<file path="src/rtl/poly_phase_scheduler.sv">
// poly_phase_scheduler
// Sequencer for the polyphase filter: produces the coefficient phase select,
// the delay-line shift strobe (with zero-injection flag) and the output-valid
// strobe, locked to the upstream symbol strobe. Detects strobe misalignment
// and missing strobes, and flushes the delay line with zeros on disable.
//
// Optional feature: define POLY_SCHED_ERRCNT_EN to build the 8-bit saturating
// sync-error counter on o_err_count; otherwise o_err_count is tied to zero.

module poly_phase_scheduler #(
    parameter int unsigned NB_PHASES = 2,
    parameter int unsigned NB_FLUSH  = 6
) (
    input  logic                 i_clock,
    input  logic                 i_reset,
    input  logic                 i_enable,
    input  logic                 i_sample_valid,
    input  logic [NB_PHASES-1:0] i_phase_offset,
    output logic [NB_PHASES-1:0] o_phase,
    output logic                 o_shift_en,
    output logic                 o_zero_in,
    output logic                 o_out_valid,
    output logic                 o_busy,
    output logic                 o_sync_err,
    output logic [7:0]           o_err_count
);

    localparam int unsigned CW = (NB_FLUSH < 1) ? 1 : $clog2(NB_FLUSH + 1);

    typedef enum logic [1:0] {
        IDLE  = 2'd0,
        ALIGN = 2'd1,
        RUN   = 2'd2,
        FLUSH = 2'd3
    } state_t;

    state_t               state;
    state_t               state_nx;

    logic [NB_PHASES-1:0] off_q;
    logic [NB_PHASES-1:0] exp_w;
    logic [CW-1:0]        flush_cnt;
    logic                 at_exp;
    logic                 flush_done;

    logic [NB_PHASES-1:0] phase_nx;
    logic                 shift_nx;
    logic                 zero_nx;
    logic                 valid_nx;
    logic                 busy_nx;
    logic                 err_nx;

    // Strobe is expected on the phase just before the shift phase.
    assign exp_w      = off_q - 1'b1;
    assign at_exp     = (o_phase == exp_w);
    assign flush_done = (flush_cnt >= CW'(NB_FLUSH)) && at_exp;

    // State register
    always_ff @(posedge i_clock or negedge i_reset) begin
        if (!i_reset) begin
            state <= IDLE;
        end else begin
            state <= state_nx;
        end
    end

    // Next-state logic
    always_comb begin
        state_nx = state;
        case (state)
            IDLE: begin
                if (i_enable) begin
                    state_nx = ALIGN;
                end
            end
            ALIGN: begin
                if (!i_enable) begin
                    state_nx = IDLE;
                end else if (i_sample_valid) begin
                    state_nx = RUN;
                end
            end
            RUN: begin
                if (!i_enable) begin
                    state_nx = FLUSH;
                end
            end
            FLUSH: begin
                if (flush_done) begin
                    state_nx = i_enable ? ALIGN : IDLE;
                end
            end
            default: state_nx = IDLE;
        endcase
    end

    // Next values of the registered outputs
    always_comb begin
        phase_nx = '0;
        shift_nx = 1'b0;
        zero_nx  = 1'b0;
        valid_nx = 1'b0;
        err_nx   = 1'b0;
        case (state)
            ALIGN: begin
                if (i_enable && i_sample_valid) begin
                    phase_nx = i_phase_offset;
                    shift_nx = 1'b1;
                    valid_nx = 1'b1;
                end
            end
            RUN: begin
                valid_nx = 1'b1;
                if (i_sample_valid && !at_exp) begin
                    // Misplaced strobe: restart rotation on the shift phase
                    err_nx   = 1'b1;
                    phase_nx = off_q;
                    shift_nx = 1'b1;
                end else begin
                    // Leaving exp always lands on off; missing strobe -> zero shift
                    phase_nx = o_phase + 1'b1;
                    shift_nx = at_exp;
                    zero_nx  = at_exp && !i_sample_valid;
                    err_nx   = at_exp && !i_sample_valid;
                end
            end
            FLUSH: begin
                if (!flush_done) begin
                    valid_nx = 1'b1;
                    phase_nx = o_phase + 1'b1;
                    shift_nx = at_exp;
                    zero_nx  = at_exp;
                end
            end
            default: begin
                phase_nx = '0;
            end
        endcase
        busy_nx = (state_nx != IDLE);
    end

    // Output registers
    always_ff @(posedge i_clock or negedge i_reset) begin
        if (!i_reset) begin
            o_phase     <= '0;
            o_shift_en  <= 1'b0;
            o_zero_in   <= 1'b0;
            o_out_valid <= 1'b0;
            o_busy      <= 1'b0;
            o_sync_err  <= 1'b0;
        end else begin
            o_phase     <= phase_nx;
            o_shift_en  <= shift_nx;
            o_zero_in   <= zero_nx;
            o_out_valid <= valid_nx;
            o_busy      <= busy_nx;
            o_sync_err  <= err_nx;
        end
    end

    // Phase offset latched when the first symbol strobe leaves ALIGN
    always_ff @(posedge i_clock or negedge i_reset) begin
        if (!i_reset) begin
            off_q <= '0;
        end else if (state == ALIGN && i_enable && i_sample_valid) begin
            off_q <= i_phase_offset;
        end
    end

    // Counts zero shifts issued while flushing; cleared outside FLUSH
    always_ff @(posedge i_clock or negedge i_reset) begin
        if (!i_reset) begin
            flush_cnt <= '0;
        end else if (state != FLUSH) begin
            flush_cnt <= '0;
        end else if (o_shift_en && o_zero_in && (flush_cnt < CW'(NB_FLUSH))) begin
            flush_cnt <= flush_cnt + 1'b1;
        end
    end

`ifdef POLY_SCHED_ERRCNT_EN
    logic [7:0] err_cnt_q;

    // Saturating sync-error counter, cleared only by reset
    always_ff @(posedge i_clock or negedge i_reset) begin
        if (!i_reset) begin
            err_cnt_q <= '0;
        end else if (err_nx && (err_cnt_q != 8'hFF)) begin
            err_cnt_q <= err_cnt_q + 8'd1;
        end
    end

    assign o_err_count = err_cnt_q;
`else
    assign o_err_count = '0;
`endif

endmodule
</file>
<file path="config.mk">
export PLATFORM = sky130hd
export DESIGN_NAME = poly_phase_scheduler
export DESIGN_NICKNAME = d
export VERILOG_FILES = /design/src/rtl/poly_phase_scheduler.sv
export SDC_FILE = /design/constraint.sdc
export NUM_CORES = 1
export LEC_CHECK = 0
export CAP_MARGIN = 20
export CORE_MARGIN = 2
export CORE_UTILIZATION = 51
export DETAILED_ROUTE_END_ITERATION = 16
export PLACE_DENSITY = 0.94
export SLEW_MARGIN = 20
export SYNTH_ARGS = -nofsm -noshare
export SYNTH_HDL_FRONTEND = slang
export SYNTH_SLANG_ARGS = --single-unit
export TNS_END_PERCENT = 10
</file>
<file path="constraint.sdc">
create_clock -name i_clock -period 2.6 [get_ports i_clock]
set_input_delay 0.39 -clock i_clock [delete_from_list [all_inputs] [get_ports i_clock]]
set_output_delay 0.39 -clock i_clock [all_outputs]
set_load 0.05 [all_outputs]
</file>
==> flow_summary_export.csv <==
group,metric,value,unit
outcome,status,"complete, no violations",
global_route,antenna_found_initial,0,
sta,finalSetupViolations,0,
finish,final_area,953.4,um^2
finish,layout_common_cells,"dfrtp_1 (14), nand2_1 (13), clkdlybuf4s50_1 (12), conb_1 (8), a21oi_1 (6)",
global_route,grt_pass1_vias,587,
finish,nNetsFinal,113,
critical_path,crit_type,"reg -> reg",
placement,place_ws,0.6591,ns
cts,cts_buffers,3,
sta,worst_pin_slew,0.6272,ns
cts,clk_path_buf_depth,2,
yosys,postSynthCellCount,89,
global_route,track_usage,17.86,%
yosys,ys_seq_area_share,42.11,%
cts,h-tree-depth,1,
yosys,synthTopCellsByArea,"dfrtp_1 (42%), buf_4 (7.2%), ha_1 (6.0%), nand2_1 (5.9%), nor2b_1 (3.8%)",
sta,rsz0062_at_grt,"false",
yosys,synth_top_area_cell,"dfrtp_1",
finish,final_layout_size_suffix_gt1_share,3.960,%
cts,cts_sinks,14,
drt,drt-initial-drc-count,7,
yosys,synth-seq-cells,14,
power_and_ir_drop,leakagePower,0.0004273,uW
sta,finalCritPeriodShare,76.06,%
finish,nFillCells,133,
drt,first_pass_iters,4,
critical_path,crit_fanout,5,
cts,cts_setup_buffers,0,
finish,final_common_cell,"dfrtp_1",
yosys,avgSynthCellArea,9.349,um^2
critical_path,startpoint_type,"flop",
job,drv_cap,0,
power_and_ir_drop,irDropWorstVdd,574.3,uV
global_route,grt_overflow,0,
die,rows,14,
sta,clock_skew,0.003082,ns
placement,place_area,930.9,um^2
yosys,synth_edf_count,0,
worst_hold_path,hold_class,"in -> async",
drt,wl_per_cell,12.62,um
sta,slew_violations,0,
finish,area_growth,14.59,%
critical_path,endpoint_kind,"flop",
sta,finalWorstSetupSlack,0.6225,ns
drt,post_drt_via_cell_ratio,5.667,
yosys,synthFlopType,"dfrtp_1",
die,start_util,54.60,%
placement,dp_hpwl,1115,um
global_route,grt_pass1_wl,2518,um
yosys,ys_warn_count,0,
power_and_ir_drop,power_density,1147,nW/um^2
sta,fin_crit,1.977,ns
die,die_width,44.39,um
sta,fmax,505.7,MHz
die,dieArea,1970,um^2
drt,ant_nets,0,
cts,cts_tree,"yes",
die,pin_count,21,
cts,clk_pin_slew_worst_paths,0.07,ns
yosys,synth_area,832.0,um^2
sta,relSlewSlack,58.05,%
drt,drc,0,
die,die_y,44.39,um
die,core_area,1524,um^2
yosys,synth_top_area_share,42.11,%
cts,ctsHoldBuffers,0,
cts,insertion_delay,0.27,ns
drt,routed_wl,1477,um
critical_path,cp.arrival,2.12,ns
placement,gp_congestion,0.8101,
cts,cts_resized,0,
finish,ff_latch_area,350.3,um^2
yosys,async_flop_share,100.0,%
global_route,grt_max_degree,15,
yosys,synth_cell_types,31,
critical_path,cp.required,2.74,ns
finish,antenna_cells,0,
sta,hold_viol,0,
cts,root_buffer,"clkbuf_4",
placement,portBuffers,12,
drt,num_vias,663,
sta,fin_setup_tns,0,ns
finish,multi_input_comb_area,425.4,um^2
==> final timing paths <==
kind	from	to	slack [ns]	cells after the start
worst min register to register	flush_cnt[0]	flush_cnt[0]	0.57	2
worst max register to register	off_q[1]	o_phase[0]	0.62	6
worst max-delay path	off_q[1]	o_phase[0]	0.62	6
worst min-delay path	i_reset	state[1]	0.51	1
min in group i_clock	flush_cnt[0]	flush_cnt[0]	0.57	2
max in group asynchronous	i_reset	flush_cnt[2]	1.69	1
==> metal layers <==
layer | part of all wire, % | global-route usage [%]
met1 | 43 | 22.34
met2 | 50 | 28.24
met3 | 5.8 | 6.122
met4 | 0.88 | 7.273
met5 | 0 | 0
==> synthesized netlist by cell type (2+ instances only) <==
cell type  instances
inv_1              4
o21ai_0            4
nor2b_1            5
nand2_1           13
buf_4              8
nand4b_1           3
a21oi_1            6
ha_1               4
a31oi_1            2
clkbuf_1           2
nor2_1             2
mux2i_1            2
dfrtp_1           14
nand3_1            2
or3_1              2
==> cells by family (layout without fill, tap and decap cells) <==
kind of cell | after synthesis | after routing | share of synthesized area [%]
other | 1 | 8 | 0.4507
adders and majority gates | 4 | 4 | 6.015
DFF | 14 | 14 | 42.11
buffers and inverters | 14 | 19 | 9.925
AOI/OAI and AO/OA | 17 | 17 | 12.33
xor gates and xnor gates | 2 | 2 | 3.008
muxes | 2 | 2 | 2.406
and+or+nand+nor | 35 | 35 | 23.76
==> final cells by class <==
cell class              instances  area share, %
inverters                       4          1.575
multi-input cells              68          44.62
well taps                      16          2.100
flip-flops and latches         14          36.75
repair buffers                 12          12.60
clock buffers                   3          2.362
==> stage by stage <==
stage	instances	hold WS [ns]	total power [uW]	utilization, %
final	117	0.5060	1093	62.56
after detailed placement	114	0.5559	987.7	61.08
after global placement	114	0.5414	970.3	61.08
after global routing	117	0.5567	1175	62.56
after floorplan	96	0.09441	840.9	-
after CTS	117	0.5191	1105	62.56
==> registers in the layout (all words and copies together), names as in the netlist, 2 cells and up <==
register   cells
flush_cnt      3
state          2
o_phase        2
off_q          2
==> report_power, final <==
group | total, uW | leakage, uW | switching (uW) | internal [uW]
clock | 114 | 0.0000138 | 60.6 | 53.6
sequential | 407 | 0.000169 | 106 | 301
combinational | 572 | 0.000244 | 346 | 226
==> critical path, stage by stage (launching register included) <==
cell	delay [ns]
dfrtp_1	0.43
xor2_2	0.25
mux2i_1	0.39
ha_1	0.26
nor3b_1	0.07
nor4b_1	0.32
o211ai_1	0.14
(Power assumes the default switching activity.)
